--- src/rtl/irrigation_pkg.sv ---
// Shared types and constants for the irrigation valve controller.
//  state_e  : controller FSM states
//  target_e : which main valve a PRIME phase is heading for
//  LVL_*    : water_box tank level encodings
//  max3     : constant helper for sizing the phase timer
package irrigation_pkg;

   typedef enum logic [2:0] {
      IDLE     = 3'd0,
      PRIME    = 3'd1,
      RUN_SPR  = 3'd2,
      RUN_DRIP = 3'd3,
      FLUSH    = 3'd4,
      LOCKOUT  = 3'd5
   } state_e;

   typedef enum logic {
      SPR  = 1'b0,
      DRIP = 1'b1
   } target_e;

   localparam logic [1:0] LVL_EMPTY  = 2'b00;
   localparam logic [1:0] LVL_MEDIUM = 2'b10;
   localparam logic [1:0] LVL_FULL   = 2'b11;

   function automatic int max3(input int a, input int b, input int c);
      int m;
      m = a;
      if (b > m) begin
         m = b;
      end else begin
         m = m;
      end
      if (c > m) begin
         m = c;
      end else begin
         m = m;
      end
      return m;
   endfunction

endpackage

--- src/rtl/tick_prescaler.sv ---
// Divides clk down to a one-cycle tick every DIV cycles.
//  clk  in  system clock
//  rst  in  synchronous active-high reset
//  clr  in  restart the count (tick then fires DIV cycles later)
//  tick out high for the last cycle of each DIV-cycle period
module tick_prescaler #(
   parameter int DIV = 1000
) (
   input  logic clk,
   input  logic rst,
   input  logic clr,
   output logic tick
);

   localparam int CW = (DIV > 2) ? $clog2(DIV) : 1;

   logic [CW-1:0] cnt_r;

   assign tick = (cnt_r == CW'(DIV - 1));

   // Cycle counter, restarted on reset, clear or wrap
   always_ff @(posedge clk) begin
      if (rst) begin
         cnt_r <= {CW{1'b0}};
      end else if (clr) begin
         cnt_r <= {CW{1'b0}};
      end else if (tick) begin
         cnt_r <= {CW{1'b0}};
      end else begin
         cnt_r <= cnt_r + {{(CW-1){1'b0}}, 1'b1};
      end
   end

endmodule

--- src/rtl/irrigation_valve_ctrl.sv ---
// Timed valve/pump sequencer: IDLE -> PRIME -> RUN_SPR/RUN_DRIP -> FLUSH,
// with an empty-tank LOCKOUT that overrides every other state.
// Optional feature macro: USAGE_COUNTER_EN (adds water_usage[15:0]).
//  clk, rst                      clock, synchronous active-high reset
//  sprinkler_req, drip_req       main valve requests (sprinkler has priority)
//  specific_req                  specific-treatment request (outside the FSM)
//  water_box[1:0]                tank level, 2'b00 = empty
//  sprinkler_valve, drip_valve   main valves (registered)
//  specific_valve, pump_on       specific valve, pump enable (registered)
//  busy, fault                   not IDLE, lockout active (registered)
//  water_usage[15:0]             ticks with a main valve open (optional)
module irrigation_valve_ctrl
   import irrigation_pkg::*;
#(
   parameter int TICK_DIV = 1000,
   parameter int PRIME_T  = 2,
   parameter int MIN_ON   = 3,
   parameter int MAX_ON   = 8,
   parameter int COOLDOWN = 2
) (
   input  logic       clk,
   input  logic       rst,
   input  logic       sprinkler_req,
   input  logic       drip_req,
   input  logic       specific_req,
   input  logic [1:0] water_box,
   output logic       sprinkler_valve,
   output logic       drip_valve,
   output logic       specific_valve,
   output logic       pump_on,
   output logic       busy,
   output logic       fault
`ifdef USAGE_COUNTER_EN
   ,
   output logic [15:0] water_usage
`endif
);

   localparam int TW = $clog2(max3(PRIME_T, MAX_ON, COOLDOWN) + 1);
   localparam logic [TW-1:0] PRIME_LIM = TW'(PRIME_T);
   localparam logic [TW-1:0] MIN_LIM   = TW'(MIN_ON);
   localparam logic [TW-1:0] MAX_LIM   = TW'(MAX_ON);
   localparam logic [TW-1:0] COOL_LIM  = TW'(COOLDOWN);

   state_e        state_r, next_state_s, idle_state_s;
   target_e       target_r, next_target_s, idle_target_s;
   logic [TW-1:0] timer_r, elapsed_s;
   logic          tick_s, entry_s, empty_s, timed_s, target_req_s;
   logic          sprinkler_valve_r, drip_valve_r, specific_valve_r;
   logic          pump_on_r, busy_r, fault_r;

   assign empty_s      = (water_box == LVL_EMPTY);
   assign entry_s      = (next_state_s != state_r);
   assign timed_s      = (state_r == PRIME) || (state_r == RUN_SPR) ||
                         (state_r == RUN_DRIP) || (state_r == FLUSH);
   // Ticks completed in this state, counting a tick that lands this cycle.
   assign elapsed_s    = timer_r + TW'(tick_s);
   assign target_req_s = (target_r == SPR) ? sprinkler_req : drip_req;

   tick_prescaler #(
      .DIV (TICK_DIV)
   ) u_prescaler (
      .clk  (clk),
      .rst  (rst),
      .clr  (entry_s),
      .tick (tick_s)
   );

   // Request arbitration shared by IDLE and the end of FLUSH
   always_comb begin
      idle_state_s  = IDLE;
      idle_target_s = target_r;
      if (sprinkler_req) begin
         idle_state_s  = PRIME;
         idle_target_s = SPR;
      end else if (drip_req) begin
         idle_state_s  = PRIME;
         idle_target_s = DRIP;
      end else begin
         idle_state_s  = IDLE;
         idle_target_s = target_r;
      end
   end

   // Next-state logic; an empty tank overrides every state
   always_comb begin
      next_state_s  = state_r;
      next_target_s = target_r;
      if (empty_s) begin
         next_state_s = LOCKOUT;
      end else begin
         case (state_r)
            IDLE: begin
               next_state_s  = idle_state_s;
               next_target_s = idle_target_s;
            end
            PRIME: begin
               if (!target_req_s) begin
                  next_state_s = IDLE;
               end else if (elapsed_s == PRIME_LIM) begin
                  next_state_s = (target_r == SPR) ? RUN_SPR : RUN_DRIP;
               end else begin
                  next_state_s = PRIME;
               end
            end
            RUN_SPR: begin
               if ((elapsed_s == MAX_LIM) || (!sprinkler_req && (elapsed_s >= MIN_LIM))) begin
                  next_state_s = FLUSH;
               end else begin
                  next_state_s = RUN_SPR;
               end
            end
            RUN_DRIP: begin
               if ((elapsed_s == MAX_LIM) || (!drip_req && (elapsed_s >= MIN_LIM))) begin
                  next_state_s = FLUSH;
               end else begin
                  next_state_s = RUN_DRIP;
               end
            end
            FLUSH: begin
               // Cooldown expiry passes straight through IDLE's arbitration,
               // so a held request re-primes on the same edge.
               if (elapsed_s == COOL_LIM) begin
                  next_state_s  = idle_state_s;
                  next_target_s = idle_target_s;
               end else begin
                  next_state_s = FLUSH;
               end
            end
            LOCKOUT: begin
               next_state_s = FLUSH;
            end
            default: begin
               next_state_s = IDLE;
            end
         endcase
      end
   end

   // State, phase timer and Moore outputs decoded from the next state
   always_ff @(posedge clk) begin
      if (rst) begin
         state_r           <= IDLE;
         target_r          <= SPR;
         timer_r           <= {TW{1'b0}};
         sprinkler_valve_r <= 1'b0;
         drip_valve_r      <= 1'b0;
         specific_valve_r  <= 1'b0;
         pump_on_r         <= 1'b0;
         busy_r            <= 1'b0;
         fault_r           <= 1'b0;
      end else begin
         state_r  <= next_state_s;
         target_r <= next_target_s;
         if (entry_s) begin
            timer_r <= {TW{1'b0}};
         end else if (tick_s && timed_s) begin
            timer_r <= elapsed_s;
         end else begin
            timer_r <= timer_r;
         end
         sprinkler_valve_r <= (next_state_s == RUN_SPR);
         drip_valve_r      <= (next_state_s == RUN_DRIP);
         pump_on_r         <= (next_state_s == PRIME) || (next_state_s == RUN_SPR) ||
                              (next_state_s == RUN_DRIP);
         busy_r            <= (next_state_s != IDLE);
         fault_r           <= (next_state_s == LOCKOUT);
         specific_valve_r  <= specific_req && !empty_s && (state_r != LOCKOUT);
      end
   end

   assign sprinkler_valve = sprinkler_valve_r;
   assign drip_valve      = drip_valve_r;
   assign specific_valve  = specific_valve_r;
   assign pump_on         = pump_on_r;
   assign busy            = busy_r;
   assign fault           = fault_r;

`ifdef USAGE_COUNTER_EN
   logic [15:0] usage_r;

   // Saturating count of ticks spent with a main valve open
   always_ff @(posedge clk) begin
      if (rst) begin
         usage_r <= 16'h0000;
      end else if (tick_s && (sprinkler_valve_r || drip_valve_r) && (usage_r != 16'hFFFF)) begin
         usage_r <= usage_r + 16'h0001;
      end else begin
         usage_r <= usage_r;
      end
   end

   assign water_usage = usage_r;
`endif

endmodule

--- config.mk ---
export PLATFORM = sky130hd
export DESIGN_NAME = irrigation_valve_ctrl
export DESIGN_NICKNAME = d
export VERILOG_FILES = /design/src/rtl/irrigation_pkg.sv /design/src/rtl/tick_prescaler.sv /design/src/rtl/irrigation_valve_ctrl.sv
export SDC_FILE = /design/constraint.sdc
export NUM_CORES = 1
export LEC_CHECK = 0
export CORE_MARGIN = 5
export CORE_UTILIZATION = 45
export DETAILED_ROUTE_END_ITERATION = 10
export GPL_TIMING_DRIVEN = 0
export HOLD_SLACK_MARGIN = 0.1
export PLACE_DENSITY_LB_ADDON = 0.25
export SLEW_MARGIN = 30
export SYNTH_ARGS = -nofsm -noshare
export SYNTH_HDL_FRONTEND = slang
export SYNTH_HIERARCHICAL = 1
export SYNTH_SLANG_ARGS = --single-unit
--- constraint.sdc ---
create_clock -name clk -period 3.89 [get_ports clk]
set_input_delay 0.5835 -clock clk [delete_from_list [all_inputs] [get_ports clk]]
set_output_delay 0.5835 -clock clk [all_outputs]
set_load 0.02 [all_outputs]
Yosys cells after proc, flatten, opt, wreduce, memory -nomap -nowiden
Cells that the tools add are included.
{"block": "word_totals", "out_inout_bits": 6, "mem_bits_ro": 0, "reg_bits": 24, "latch_bits": 0, "n_memories": 0, "ramBits": 0, "word_cells": 66, "inputBits": 7}
{"block": "classes", "bitwise_logic": 1, "n_lt_le_gt_ge": 1, "addsub": 2, "multipliers": 0, "reduce_logical": 22, "mux": 15, "n_div": 0, "n_shift": 0, "n_eq_ne": 15}
{"operator": "$pmux 3 s6", "n": 1}
{"operator": "$eq 3x2->1 const B", "n": 4}
{"operator": "$mux 3", "n": 4}
{"operator": "$add 10x1->10 const B", "n": 1}
{"operator": "$eq 10x10->1 const B", "n": 1}
{"operator": "$eq 3x3->1 const B", "n": 3}
{"operator": "$logic_or 1x1->1", "n": 7}
{"operator": "$mux 1", "n": 7}
{"operator": "$eq 3x1->1 const B", "n": 2}
{"operator": "$logic_and 1x1->1", "n": 5}
{"operator": "$add 4x1->4", "n": 1}
{"operator": "$eq 4x2->1 const B", "n": 1}
{"operator": "$eq 4x4->1 const B", "n": 1}
{"operator": "$ge 4x2->1 const B", "n": 1}
{"operator": "$mux 2", "n": 2}
{"operator": "$logic_not 1->1", "n": 3}
{"operator": "$logic_not 3->1", "n": 1}
{"operator": "$ne 3x3->1", "n": 1}
{"operator": "$ne 3x3->1 const B", "n": 1}
{"operator": "$reduce_and 3->1", "n": 1}
{"operator": "$reduce_bool 3->1", "n": 1}
{"operator": "$reduce_or 3->1", "n": 1}
{"operator": "$logic_not 2->1", "n": 1}
{"operator": "$ne 2x1->1 const B", "n": 1}
{"operator": "4 further kinds", "n": 4}

Longest topological paths before layout
{"block": "depth", "depth_word": 11, "mapped_depth": 16, "depth_no_buf": 15}

Hierarchy
The synthesis kept the hierarchy.
{"mod": "irrigation_valve_ctrl", "cells_each": 97, "area_per_inst_um2": 862.1, "seq_area_each_um2": 280.3, "instances": 1}
{"mod": "tick_prescaler", "cells_each": 52, "area_per_inst_um2": 459.2, "seq_area_each_um2": 200.2, "instances": 1}

Least setup slack after synthesis
OpenSTA, ideal clock, no wires.
{"block": "synth_timing", "path_kind": "reg2reg", "start": "reg u_prescaler.cnt_r[0]", "end": "reg u_prescaler.cnt_r[3]", "setup_time_ns": 0.064, "arrival_time_ns": 3.388, "path_slack_ns": 0.438, "stages_incl_launch_ff": 17, "n_path_buf": 1, "period_less_slack_ns": 3.452, "t_required_ns": 3.826, "path_cell_list": "dfxtp_1 -> ha_1 -> and4bb_1 -> nand2_1 -> nor2_1 -> ha_1 -> ha_1 -> xor2_1 -> nor2_1 -> and4_4 -> a2111oi_4 -> o31ai_2 -> or2_1 -> or2_2 -> clkbuf_1 -> o21bai_2 -> nor2_1"}
{"block": "synth_between", "elab_chain_cells": 10, "word_cells_on_any_way": 19, "cone_classes": "add/sub (2); order compare (1); eq/ne (4); mux (7); reduce/logical (5)"}
{"element": "start: declaration", "line": "tick_prescaler.sv:17", "text": "logic [CW-1:0] cnt_r;"}
{"element": "start signal: assignment", "line": "tick_prescaler.sv:24", "text": "cnt_r <= {CW{1'b0}};"}
{"element": "start signal: assignment", "line": "tick_prescaler.sv:26", "text": "cnt_r <= {CW{1'b0}};"}
{"element": "start signal: assignment", "line": "tick_prescaler.sv:28", "text": "cnt_r <= {CW{1'b0}};"}
{"element": "$eq 10x10->1 (*)", "line": "tick_prescaler.sv:19", "text": "assign tick = (cnt_r == CW'(DIV - 1));"}
{"element": "named net tick_s", "line": "irrigation_valve_ctrl.sv:48", "text": "logic tick_s, entry_s, empty_s, timed_s, target_req_s;"}
{"element": "$add 4x1->4 (*)", "line": "irrigation_valve_ctrl.sv:57", "text": "assign elapsed_s = timer_r + TW'(tick_s);"}
{"element": "$ge 4x2->1", "line": "irrigation_valve_ctrl.sv:107, irrigation_valve_ctrl.sv:114"}
{"element": "$logic_and 1x1->1, on equally long branches", "line": "irrigation_valve_ctrl.sv:114, irrigation_valve_ctrl.sv:107"}
{"element": "$logic_or 1x1->1, on equally long branches", "line": "irrigation_valve_ctrl.sv:114, irrigation_valve_ctrl.sv:107"}
{"element": "$mux 3, on equally long branches", "line": "irrigation_valve_ctrl.sv:114, irrigation_valve_ctrl.sv:107"}
{"element": "$pmux 3 s6 (*)", "line": "irrigation_valve_ctrl.sv:92", "text": "case (state_r)"}
{"element": "$mux 3 (*)", "line": "irrigation_valve_ctrl.sv:89", "text": "if (empty_s) begin"}
{"element": "$ne 3x3->1 (*)", "line": "irrigation_valve_ctrl.sv:53", "text": "assign entry_s = (next_state_s != state_r);"}
{"element": "named net entry_s", "line": "irrigation_valve_ctrl.sv:48"}
{"element": "$reduce_or 3->1 (no source line) (*)"}
The timed path passes the listed nets; every way through them passes the cells marked *.
A chain may end at the register's enable or synchronous reset.

Worst setup path in the final report
{"block": "layout_timing", "start": "reg u_prescaler.cnt_r[1]", "end": "reg u_prescaler.cnt_r[1]"}
The elaborated chain is that of the path after synthesis.

==> impl_metrics.py <==
metrics = {
    "global_routing": {
        "grt_pass1_vias": 1093,
        "antenna_found_initial": 0,
        "grt_start_max_net_pins": 15,
        "grt.overflow.total": 0,
        "grt_pass1_wl_mm": 4.93,
        "grt.total_usage": 0.143,
    },
    "timing": {
        "slew_violations": 0,
        "finalCritPeriodShare": 0.948,
        "fin_crit_ns": 3.69,
        "max_slew.worst_pin.slew_ns": 0.516,
        "max_freq_ghz": 0.271,
        "finalClockSkew_ns": 0.00445,
        "final_hold_viol_count": 0,
        "setup_violations": 0,
        "relSlewSlack": 0.652,
    },
    "clock_tree": {
        "clkTransAtPathRegs_ns": 0.14,
        "cts_tree": "done",
        "clock_latency_ns": 0.31,
        "htreeDepth": 1,
        "clk_path_buf_depth": 2,
        "holdBufCountCts": 0,
        "numCtsBuffers": 3,
        "root_buffer": "clkbuf_4",
        "clock-sinks": 24,
    },
    "route": {
        "firstDrtPassIters": 4,
        "top_layer": "met4",
        "ant_nets": 0,
        "routed_via_density": 5.96,
        "wl_per_cell_um": 15.3,
        "route.detailed.drc": 0,
        "vias": 1163,
        "wirelength_mm": 2.98,
        "dr_wl_met2_mm": 1.49,
        "wl_met3_um": 107,
        "drtIter0Drc": 52,
        "routedLengthMet1_mm": 1.36,
    },
    "final_layout": {
        "fin_util": 0.573,
        "drive_above_1_share": 0.171,
        "multiInputGateArea_um2": 851,
        "synthToLayoutAreaGrowth_pct": 20.6,
        "regArea_um2": 482,
        "diodes": 0,
        "nets": 175,
        "fillers": 255,
    },
    "yosys": {
        "ys_seq_area_frac": 0.364,
        "synthCells": 149,
        "synth_cell_types": 46,
        "syn_avg_cell_area_um2": 8.87,
        "synth_edf_count": 0,
        "synth_ff_type": "dfxtp_1",
        "synth_most_common_cell": "dfxtp_1",
        "yosys-top-cells-count": "24 x dfxtp_1, 17 x nor2_1, 8 x a21oi_1, 8 x nand3_1, 7 x inv_1",
        "synth_top_area_cell": "dfxtp_1",
        "async_reset_ff_frac": 0,
        "ys_ff_latch": 24,
        "yosys-top-cells-area": "dfxtp_1 36%, nor2_1 4.8%, xnor2_1 3.3%, a21oi_1 3.0%, nand3_1 3.0%",
        "synth_top_area_frac": 0.364,
        "synth_area_um2": 1320,
        "syn-num-nets": 159,
        "yosys_warnings": 6,
    },
    "floorplanning": {
        "die_area_um2": 4120,
        "fp.dieH_um": 64.2,
        "initial_core_util": 0.475,
        "rows": 19,
        "core_um2": 2780,
        "die_w_um": 64.2,
        "io_pins": 13,
    },
    "setup_path": {
        "crit_path_frequent_cell": "ha_2",
        "worstPathRequired_ns": 4.14,
        "path_cells": "ha_2 > and4bb_1 > nand2_1 > nor2_4 > ha_1 > ha_2 > xor2_2 > nor2_2 > and4_4 > a2111oi_4 > o31ai_4 > or2_1 > or2_2 > o21bai_2 > nor2_1",
        "endpoint_kind": "flip-flop",
        "crit_path_max_incr_delay_ns": 0.44,
        "crit_slowest_cell": "a2111oi_4",
        "critical_path_peak_fanout": 6,
        "critical_path_class": "flip-flop to flip-flop",
        "start_kind": "flip-flop",
        "cp.arrival_ns": 3.94,
    },
    "power_and_ir_drop": {
        "p_per_area_nw_per_um2": 323,
        "leakagePower_nw": 0.539,
        "vdd_ir_drop_max_v": 0.000331,
        "power.total_uw": 515,
    },
    "status": {
        "outcome": "completed",
    },
    "placed_design": {
        "io_buffers": 12,
        "hpwlAfterDp_mm": 2.11,
        "routabilityCongestion": 0.836,
    },
    "flow_run": {
        "maxCapViolations": 0,
    },
    "min_path": {
        "hold_path_class": "flip-flop to flip-flop",
    },
}
[timing repair]
action / CTS / global route
resized for setup: 5 / 8
buffers inserted: 0 / 1
endpoints found under the setup margin: 5 / 7
pin swaps: 0 / 2
gates cloned: 0 / 0
[metal layers]
| metal | global-route usage | up-vias |
|---|---|---|
| li1 | - | 582 |
| met1 | 0.186 | 549 |
| met2 | 0.235 | 30 |
| met3 | 0.0350 | 2 |
| met4 | 0.0382 | 0 |
| met5 | 0 | - |
[critical path: cells and delay by family, from the launching register on]
family / cells / cell delay, ns
compound gates: 3 / 0.84
xor+xnor: 1 / 0.21
fa+ha+maj: 3 / 0.62
flops: 1 / 0.37
simple gates: 8 / 1.58
[path summary, 6_finish.rpt]
path,startpoint,end,slack (ns),cells after the start
setup / recovery,u_prescaler/cnt_r[1],u_prescaler/cnt_r[1],0.20,15
hold / removal,u_prescaler/cnt_r[0],u_prescaler/cnt_r[0],0.43,1
setup reg to reg,u_prescaler/cnt_r[1],u_prescaler/cnt_r[1],0.20,15
hold reg to reg,u_prescaler/cnt_r[0],u_prescaler/cnt_r[0],0.43,1
[metrics by stage]
stage	std cells	instance area [um^2]	setup slack [ns]	TNS [ns]	hold slack, ns
after detailed placement	192	1480	-0.0835	-0.343	0.443
final	195	1590	0.202	0	0.427
after floorplan	149	1320	0.438	0	0.418
after global routing	195	1590	-0.0189	-0.0353	0.447
after CTS	196	1560	0.0213	0	0.467
after global placement	192	1480	-0.0237	-0.0968	0.430
[power breakdown]
group	internal (mW)	switching [mW]
sequential	0.253	0.00345
clock	0.104	0.0764
combinational	0.0336	0.0443
total	0.391	0.124
[kinds of logic after synthesis]
| family | count (synthesis) | synth area share |
|---|---|---|
| multiplexers | 4 | 0.0313 |
| AND/OR/NAND/NOR | 57 | 0.242 |
| buffers and inverters | 13 | 0.0379 |
| AO/OA/AOI/OAI | 39 | 0.223 |
| adder cells (fa/ha/maj) | 3 | 0.0284 |
| XOR/XNOR | 9 | 0.0739 |
| flip-flops | 24 | 0.364 |
[area by class of cell]
type,instances,area share
multi-input cells,112,0.534
flip-flops and latches,24,0.302
repair buffers,13,0.0801
well taps,31,0.0243
clock inverters,1,0.0188
inverters,7,0.0165
clock buffers,3,0.0141
plain buffers,4,0.0102
[registers in the layout (all words and copies together), names as in the netlist]
register / count
sprinkler_valve: 1
pump_on: 1
state_r: 3
fault: 1
target_r: 1
timer_r: 4
u_prescaler/cnt_r: 10
drip_valve: 1
busy: 1
specific_valve: 1
[placed cells by master, fill, tap and decap left out, drive strengths merged, types with 3 or more instances in the layout]
master | netlist | routed
a21oi | 8 | 8
o21ai | 6 | 6
inv | 7 | 7
nand2 | 5 | 5
mux2i | 3 | 3
nand3 | 9 | 9
clkbuf | 5 | 6
nand4 | 3 | 3
xnor2 | 6 | 6
nor2 | 17 | 17
o211ai | 4 | 4
and3 | 3 | 3
or2 | 3 | 3
nor4 | 5 | 5
a211oi | 3 | 3
xor2 | 3 | 3
nor3 | 4 | 4
or3 | 3 | 3
dfxtp | 24 | 24
ha | 3 | 3
clkdlybuf4s50 | 0 | 12
a31oi | 5 | 5
(Power assumes the default switching activity.)
